<file path="src/rtl/rnd_digit_arbiter_if.sv">
// rtl/rnd_digit_arbiter_if.sv - requester-side bus of the random digit arbiter
interface rnd_digit_arbiter_if #(
    parameter int NREQ = 4
);
    logic [NREQ-1:0] req;
    logic [NREQ-1:0] gnt;
    logic [3:0]      digit;
    logic            digit_valid;
    logic            fallback;
    logic            busy;

    // Requester (game FSM) side
    modport master (
        output req,
        input  gnt,
        input  digit,
        input  digit_valid,
        input  fallback,
        input  busy
    );

    // Arbiter side
    modport slave (
        input  req,
        output gnt,
        output digit,
        output digit_valid,
        output fallback,
        output busy
    );
endinterface

</file>
<file path="src/rtl/rnd_digit_arbiter.sv">
// rtl/rnd_digit_arbiter.sv - round-robin share of a 4-bit random source with rejection sampling; optional REPEAT_FILTER_EN
module rnd_digit_arbiter #(
    parameter int NREQ      = 4,
    parameter int MAX_VAL   = 9,
    parameter int MAX_TRIES = 8
) (
    input  logic                clk,
    input  logic                reset,
    input  logic [3:0]          rnd_raw,
    rnd_digit_arbiter_if.slave  bus
);

    localparam int              IW       = (NREQ > 1) ? $clog2(NREQ) : 1;
    localparam logic [IW:0]     NREQ_W   = (IW+1)'(NREQ);
    localparam logic [IW-1:0]   LAST_IDX = IW'(NREQ - 1);
    localparam logic [3:0]      MAX_V    = 4'(MAX_VAL);
    localparam logic [3:0]      WRAP     = 4'(MAX_VAL + 1);
    localparam logic [3:0]      LAST_TRY = 4'(MAX_TRIES - 1);

    typedef enum logic [1:0] {
        IDLE,
        SAMPLE,
        GRANT
    } state_t;

    state_t          state_q, state_d;
    logic [IW-1:0]   last_q, last_d;
    logic [IW-1:0]   winner_q, winner_d;
    logic [3:0]      tries_q, tries_d;
    logic [3:0]      digit_q, digit_d;
    logic            fb_q, fb_d;

    logic            pick_found;
    logic [IW-1:0]   pick_idx;
    logic [IW:0]     cand;
    logic            in_range;
    logic            repeat_hit;

`ifdef REPEAT_FILTER_EN
    logic [3:0]      prev_q, prev_d;

    // A sample equal to the last delivered digit is treated as a rejection
    always_comb begin
        repeat_hit = (rnd_raw == prev_q);
    end
`else
    always_comb begin
        repeat_hit = 1'b0;
    end
`endif

    always_comb begin
        in_range = (rnd_raw <= MAX_V);
    end

    // Round-robin search: first set req bit starting just after the last winner
    always_comb begin
        pick_found = 1'b0;
        pick_idx   = '0;
        cand       = '0;
        for (int i = 1; i <= NREQ; i++) begin
            cand = {1'b0, last_q} + (IW+1)'(i);
            if (cand >= NREQ_W) begin
                cand = cand - NREQ_W;
            end
            if (!pick_found && bus.req[cand[IW-1:0]]) begin
                pick_found = 1'b1;
                pick_idx   = cand[IW-1:0];
            end
        end
    end

    // State register and datapath registers; reset drops any draw in flight
    always_ff @(posedge clk or posedge reset) begin
        if (reset) begin
            state_q  <= IDLE;
            last_q   <= LAST_IDX;
            winner_q <= '0;
            tries_q  <= '0;
            digit_q  <= '0;
            fb_q     <= 1'b0;
`ifdef REPEAT_FILTER_EN
            prev_q   <= 4'hF;
`endif
        end else begin
            state_q  <= state_d;
            last_q   <= last_d;
            winner_q <= winner_d;
            tries_q  <= tries_d;
            digit_q  <= digit_d;
            fb_q     <= fb_d;
`ifdef REPEAT_FILTER_EN
            prev_q   <= prev_d;
`endif
        end
    end

    // Next-state: arbitrate in IDLE, draw with bounded retries in SAMPLE, deliver in GRANT
    always_comb begin
        state_d  = state_q;
        last_d   = last_q;
        winner_d = winner_q;
        tries_d  = tries_q;
        digit_d  = digit_q;
        fb_d     = fb_q;
`ifdef REPEAT_FILTER_EN
        prev_d   = prev_q;
`endif
        case (state_q)
            IDLE: begin
                if (pick_found) begin
                    winner_d = pick_idx;
                    tries_d  = '0;
                    state_d  = SAMPLE;
                end
            end
            SAMPLE: begin
                if (!bus.req[winner_q]) begin
                    // Requester withdrew: abandon the draw, pointer untouched
                    state_d = IDLE;
                end else if (in_range && !repeat_hit) begin
                    digit_d = rnd_raw;
                    fb_d    = 1'b0;
                    state_d = GRANT;
                end else if (tries_q == LAST_TRY) begin
                    // Out of retries: one wrap subtraction always lands in 0..MAX_VAL;
                    // an in-range value rejected only as a repeat is used as is
                    digit_d = in_range ? rnd_raw : (rnd_raw - WRAP);
                    fb_d    = 1'b1;
                    state_d = GRANT;
                end else begin
                    tries_d = tries_q + 4'd1;
                end
            end
            GRANT: begin
                last_d  = winner_q;
                state_d = IDLE;
`ifdef REPEAT_FILTER_EN
                prev_d  = digit_q;
`endif
            end
            default: begin
                state_d = IDLE;
            end
        endcase
    end

    // Outputs decode from state so reset clears them without waiting for a clock
    always_comb begin
        bus.gnt = '0;
        if (state_q == GRANT) begin
            bus.gnt[winner_q] = 1'b1;
        end
    end

    assign bus.digit       = digit_q;
    assign bus.digit_valid = (state_q == GRANT);
    assign bus.fallback    = (state_q == GRANT) && fb_q;
    assign bus.busy        = (state_q != IDLE);

endmodule
</file>
<file path="src/flat_wrapper.sv">
// flat-port wrapper written by rule: the top's interface ports become plain ports
module rnd_digit_arbiter_flat 
#(
    parameter int NREQ      = 4,
    parameter int MAX_VAL   = 9,
    parameter int MAX_TRIES = 8
)
  (clk, reset, rnd_raw, bus_req, bus_gnt, bus_digit, bus_digit_valid, bus_fallback, bus_busy);
  rnd_digit_arbiter_if #(.NREQ(NREQ)) bus_i ();
  input  logic clk;
  input  logic reset;
  input  logic [3:0] rnd_raw;
  input wire logic [$bits(bus_i.req)-1:0] bus_req;
  output wire logic [$bits(bus_i.gnt)-1:0] bus_gnt;
  output wire logic [$bits(bus_i.digit)-1:0] bus_digit;
  output wire logic [$bits(bus_i.digit_valid)-1:0] bus_digit_valid;
  output wire logic [$bits(bus_i.fallback)-1:0] bus_fallback;
  output wire logic [$bits(bus_i.busy)-1:0] bus_busy;
  assign bus_i.req = bus_req;
  assign bus_gnt = bus_i.gnt;
  assign bus_digit = bus_i.digit;
  assign bus_digit_valid = bus_i.digit_valid;
  assign bus_fallback = bus_i.fallback;
  assign bus_busy = bus_i.busy;
  rnd_digit_arbiter #(.NREQ(NREQ), .MAX_VAL(MAX_VAL), .MAX_TRIES(MAX_TRIES)) u_core (.clk(clk), .reset(reset), .rnd_raw(rnd_raw), .bus(bus_i));
endmodule
</file>
<file path="config.mk">
export PLATFORM = sky130hd
export DESIGN_NAME = rnd_digit_arbiter_flat
export DESIGN_NICKNAME = d
export VERILOG_FILES = /design/src/rtl/rnd_digit_arbiter_if.sv /design/src/rtl/rnd_digit_arbiter.sv /design/src/flat_wrapper.sv
export SDC_FILE = /design/constraint.sdc
export NUM_CORES = 1
export LEC_CHECK = 0
export CAP_MARGIN = 20
export CORE_AREA = 3 3 46 48
export CTS_BUF_LIST = sky130_fd_sc_hd__clkbuf_4
export CTS_CLUSTER_SIZE = 10
export DETAILED_ROUTE_END_ITERATION = 16
export DIE_AREA = 0 0 49 51
export PLACE_DENSITY = 0.87
export SLEW_MARGIN = 20
export SYNTH_ARGS = -nofsm -noshare
export SYNTH_HDL_FRONTEND = slang
export SYNTH_SLANG_ARGS = --single-unit
</file>
<file path="constraint.sdc">
create_clock -name clk -period 1.86 [get_ports clk]
set_input_delay 0.186 -clock clk [delete_from_list [all_inputs] [get_ports clk]]
set_output_delay 0.186 -clock clk [all_outputs]
set_load 0.02 [all_outputs]
</file>
== After elaboration in Yosys (flattened, before gate mapping) ==
Index checks and enable logic that the tools add are counted.

* Add/subtract/negate cells: 10
* $lt $le $gt $ge: 11
* Equal/unequal tests: 8
* Muxes and demuxes: 39
* Reductions and logical operators: 16

{| class="wikitable"
|+ Operators with widths
! kind !! count
|-
| $mux W4 || 7
|-
| $mux W2 || 12
|-
| $lt A2 B3 Y1 const B || 5
|-
| $ge A3 B3 Y1 const B || 4
|-
| $mux W1 || 12
|-
| $bmux W1 S2 || 5
|-
| $pmux W4 S2 || 1
|-
| $sub A2 B1 Y2 const B || 4
|-
| $add A2 B2 Y3 const B || 2
|-
| $reduce_bool A2 Y1 || 3
|-
| $logic_and A1 B1 Y1 || 5
|-
| $reduce_and A5 Y1 || 1
|-
| $add A4 B1 Y4 const B || 1
|-
| $eq A4 B3 Y1 const B || 1
|-
| $le A4 B4 Y1 const B || 1
|-
| $ne A2 B1 Y1 const B || 2
|-
| $ne A2 B2 Y1 const B || 2
|-
| $ne A4 B3 Y1 const B || 1
|-
| $pmux W2 S2 || 1
|-
| $reduce_and A2 Y1 || 2
|-
| $sub A4 B4 Y4 const B || 1
|-
| $add A2 B1 Y3 const B || 1
|-
| $add A2 B3 Y3 const B || 1
|-
| $logic_not A1 Y1 || 3
|-
| other kinds (6) || 6
|}

* Register bits: 15
* Input bits: 10
* Output and inout bits: 11
* Logic and storage cells: 90

== Depth between registers and ports, before layout ==
* Depth in word-level cells: 17
* Mapped depth: 6

== Worst setup path after synthesis ==
OpenSTA, ideal clock, no wires.

* Path type: register to register
* Start point: register u_core.tries_q[0]
* End point: register u_core.digit_q[0], in the netlist u_core.bus.digit[0]
* Arrival time: 1,489 ps
* Data required time: 1,735 ps
* Path slack: 246 ps
* Cell stages (with the launch flop): 6
* Buffers on the path: 1
* Period minus slack after synthesis: 1,614 ps
* Cell sequence: dfrtp_1 ha_1 a31oi_1 nand2b_2 buf_6 mux2_4

* Longest elaborated chain between the ends: 3

{| class="wikitable"
|+ Ends and longest elaborated chain
! element !! line !! text
|-
| start, declared || rnd_digit_arbiter.sv:29 || <nowiki>logic [3:0] tries_q, tries_d;</nowiki>
|-
| start signal, assigned || rnd_digit_arbiter.sv:89 || <nowiki>tries_q <= tries_d;</nowiki>
|-
| $eq A4 B3 Y1 || rnd_digit_arbiter.sv:125 || <nowiki>end else if (tries_q == LAST_TRY) begin</nowiki>
|-
| $reduce_bool A2 Y1 (no source line) || n/a ||
|-
| $reduce_and A3 Y1 (no source line) || n/a ||
|-
| end signal, assigned || rnd_digit_arbiter.sv:90 || <nowiki>digit_q <= digit_d;</nowiki>
|-
| end, declared || rnd_digit_arbiter.sv:30 || <nowiki>logic [3:0] digit_q, digit_d;</nowiki>
|}

Every way passes these cells.
A chain may end at the register's enable or synchronous reset.

== Final worst setup path ==
* Start point: register u_core.state_q[1]
* End point: output port bus_busy

* Longest elaborated chain between the ends: 1

{| class="wikitable"
|+ Ends and longest elaborated chain
! element !! line !! text
|-
| start, declared || rnd_digit_arbiter.sv:26 || <nowiki>state_t state_q, state_d;</nowiki>
|-
| start signal, assigned || rnd_digit_arbiter.sv:86 || <nowiki>state_q <= state_d;</nowiki>
|-
| $reduce_bool A2 Y1 || rnd_digit_arbiter.sv:159 || <nowiki>assign bus.busy = (state_q != IDLE);</nowiki>
|-
| end, declared || flat_wrapper.sv:18 || <nowiki>output wire logic [$bits(bus_i.busy)-1:0] bus_busy;</nowiki>
|}

Every way passes these cells.

==> parameters.txt <==
Parameter                              Value

Outcome
  Status ... completed

Global routing
  Number of antenna violations at the first check in global routing ... 0
  First-pass GRT wire length ... 3036 um
  All-Layer GR Usage ... 0.1617
  Global route overflow ... 0
  Largest net degree at the start of global routing ... 16
  Vias in the first global route ... 693

STA
  Final period demand of the worst path ... 1.758 ns
  Period utilisation layout ... 0.9454
  # setup viols final ... 0
  Setup Skew ... 0.006558 ns
  Slew at the pin with the worst max-slew slack ... 0.5516 ns
  Unrepaired setup endpoints after global routing ... no
  Max-slew violation count ... 0
  Sum Neg Setup Slack ... 0 ns
  Max_slew headroom ... 0.6319
  Highest Clock Rate ... 568.7 MHz
  Fin. Hold Viols ... 0

Power and ir drop
  Power Dens Cells ... 1343 mW/mm^2
  Switching Share ... 0.3858
  Logic gate share of total power ... 0.502
  IR drop worst, VDD ... 0.8011 mV
  Reported leakage power ... 0.0005894 uW
  Share of power burned in the clock network ... 0.116
  Psw ... 582.8 uW
  Internal Dissipation ... 927.8 uW
  Post-layout total power ... 1511 uW
  Sequential group share of total power ... 0.382

Drt
  Number of nets with antenna violations after detailed routing ... 0
  DR DRC count ... 0
  Number of detailed-routing iterations run before antenna repair ... 4
  Violation count after the first detailed-routing iteration ... 15
  Average detailed-routed wire length per instance ... 12.90 um
  Wire length reported by the detailed router ... 1793 um
  Via count of the routed design ... 730
  Via-per-instance ratio ... 5.252

Placed design
  Final weighted congestion of routability-driven global placement ... 0.7301
  Number of port buffers ... 20
  Post-DP HPWL ... 1436 um

Synthesis
  Average instance area after synthesis ... 9.768 um^2
  Biggest area consumer among synthesized cells ... dfrtp_1
  Largest cells by area after synthesis ... dfrtp_1 (38%), dfstp_2 (6.1%), mux2i_1 (5.8%)
  Synth Instances ... 88
  Syn Nets ... 100
  Share of the synthesized area in the top cell type ... 0.3785
  Number of warnings issued by yosys ... 0
  Area of the mapped netlist ... 859.6 um^2
  Number of distinct library cells after synthesis ... 34
  Sequential element share of the synthesized area ... 0.4396
  Seq cells post-synth ... 15

Setup path
  Cell breakdown of the critical path ... or2_2 > clkdlybuf4s50_1
  Critical Path Source ... u_core.state_q[1]
  Critical Path End Type ... output pin
  FF-to-FF setup slack ... 0.23 ns
  End point of the critical path ... bus_busy
  Required time at the endpoint of the critical path ... 1.67 ns
  Capturing point of the worst reg2reg path ... u_core.bus.digit[2]
  Worst r2r path cells ... 4
  Critical path's slowest cell ... clkdlybuf4s50_1
  Worst r2r src ... u_core.state_q[1]
  Slowest Stage Delay on Critical Path ... 0.55 ns
  Classification of the worst setup path ... reg2out
  Critical path startpoint category ... register
  Arrival time worst endpoint ... 1.57 ns
  Largest fanout on the critical path ... 4

Cells and area
  Inserted Diodes ... 0
  Post-layout nets ... 127
  Filler Cell Count ... 154
  Area Overhead vs Synth ... 30.86%
  Fraction of layout instances using a drive strength above 1 ... 0.1930

Clock network
  CTS max path bufs ... 2
  Number of levels the H-tree was split into ... 1
  Count of clock tree sinks ... 15
  Clock input transition at the sequential cells of the worst setup and hold paths ... 0.09 ns
  Insertion delay to the later sink of the worst-skew pair ... 0.27 ns
  Clk root buf ... clkbuf_4
  Count of hold-fix buffers inserted at cts ... 0
  TritonCTS clock tree ... yes
  Number of clock buffers inserted by TritonCTS ... 3

Die
  Die height ... 51 um
  Initial Utilization ... 0.4925
  Ports ... 21
  Chip Width ... 49 um
  Die Footprint ... 0.002499 mm^2
  Std cell rows ... 15
  Area of the core region ... 0.001745 mm^2

Min path
  Class of the most critical hold timing path ... in2async

Run
  Number of maximum-capacitance constraint violations ... 0
## cells in the final DEF, fill, tap and decap left out, drive strengths merged, types with 2 or more instances in the layout
| master | netlist | routed |
|---|---|---|
| and3 | 3 | 3 |
| nor2 | 5 | 5 |
| dlygate4sd2 | 0 | 4 |
| dfrtp | 13 | 13 |
| clkdlybuf4s50 | 0 | 14 |
| nand2b | 5 | 5 |
| mux2 | 3 | 3 |
| mux2i | 5 | 5 |
| nand3 | 3 | 3 |
| a21oi | 3 | 3 |
| a31o | 2 | 2 |
| o21ai | 5 | 5 |
| clkbuf | 0 | 4 |
| nand2 | 11 | 11 |
| inv | 10 | 10 |
| dfstp | 2 | 2 |
| ha | 2 | 2 |
| buf | 2 | 4 |
## registers in the layout, indices dropped and copies added (netlist names)
register and count:
u_core.state_q 2, u_core.last_q 2, u_core.bus.digit 4, u_core.fb_q 1
u_core.tries_q 4, u_core.winner_q 2
## worst min-delay path by stage
| stage | to | slack, ns | cells past startpoint | startpoint |
|---|---|---|---|---|
| CTS | u_core.bus.digit[1] | 0.28 | 2 | reset |
| detailed placement | u_core.last_q[0] | 0.48 | 2 | u_core.last_q[0] |
| floorplan | u_core.bus.digit[0] | 0.09 | 1 | reset |
| finish | u_core.bus.digit[1] | 0.26 | 2 | reset |
| global route | u_core.bus.digit[1] | 0.28 | 2 | reset |
| global placement | u_core.last_q[0] | 0.46 | 2 | u_core.last_q[0] |
## synth_stat cells (all sizes together)
library cell / n
nor2: 5
nor3: 1
or3b: 1
dfrtp: 13
o221ai: 1
a31o: 2
a31oi: 1
mux2: 3
nand3: 3
buf: 2
o32a: 1
nor3b: 1
a21o: 1
o21ai: 5
o211ai: 1
o21a: 1
nand4: 1
a21oi: 3
nand2: 11
ha: 2
nand2b: 5
mux2i: 5
inv: 10
a22oi: 1
and3: 3
or2: 1
nand3b: 1
o22ai: 1
dfstp: 2
## per-layer routing
layer	share of wire	GRT usage	vias up	wire, um
met2	0.52	0.3190	25	936
met3	0.049	0.03790	2	88
met4	0.0095	0.05687	0	17
met5	0	0	-	0
met1	0.42	0.1651	341	751
li1	-	-	362	-
## worst max-delay path: cells and delay by family, from the launching register on
family	cells	cell delay, ns
buffers and inverters	1	0.55
flip-flops	1	0.41
AND/OR/NAND/NOR	1	0.34
## cell families after synthesis
logic type / synth area share
AND/OR/NAND/NOR: 0.2023
AO/OA/AOI/OAI: 0.1558
flip-flops: 0.4396
buffers and inverters: 0.06259
multiplexers: 0.1106
adder cells (fa/ha/maj): 0.02911
## power by group through the flow
stage / combinational, uW / sequential, uW / clock, uW
after floorplan: 487 / 597 / 0
after global placement: 745 / 571 / 0
after detailed placement: 769 / 584 / 0
after CTS: 765 / 581 / 184
after global routing: 822 / 595 / 205
final: 758 / 577 / 175
## through the flow
step	instances	hold slack (ns)	utilization	instance area (um^2)	setup WS (ns)
finish	139	0.2592	0.6444	1125	0.1016
global placement	135	0.4649	0.6330	1105	0.1684
floorplan	88	0.08605	-	859.6	0.2459
global route	139	0.2808	0.6444	1125	0.01222
detailed placement	135	0.4817	0.6330	1105	0.1341
CTS	139	0.2751	0.6452	1126	0.005193
## layout make-up
| class | instances | area (um^2) | area share |
|---|---|---|---|
| multi-input combinational | 61 | 427.9 | 0.3804 |
| tap | 25 | 31.28 | 0.02781 |
| inverter | 10 | 37.54 | 0.03337 |
| clock buffer | 3 | 22.52 | 0.02002 |
| timing repair buffer | 24 | 222.7 | 0.1980 |
| clock inverter | 1 | 5.005 | 0.004449 |
| sequential | 15 | 377.9 | 0.3359 |
## timing repair
action,4_1_cts,5_1_grt
endpoints found under the setup margin,5,2
gates resized for setup,5,3
buffers inserted,0,0
hold endpoints to repair,0,0
Power figures use the tool's default switching activity.
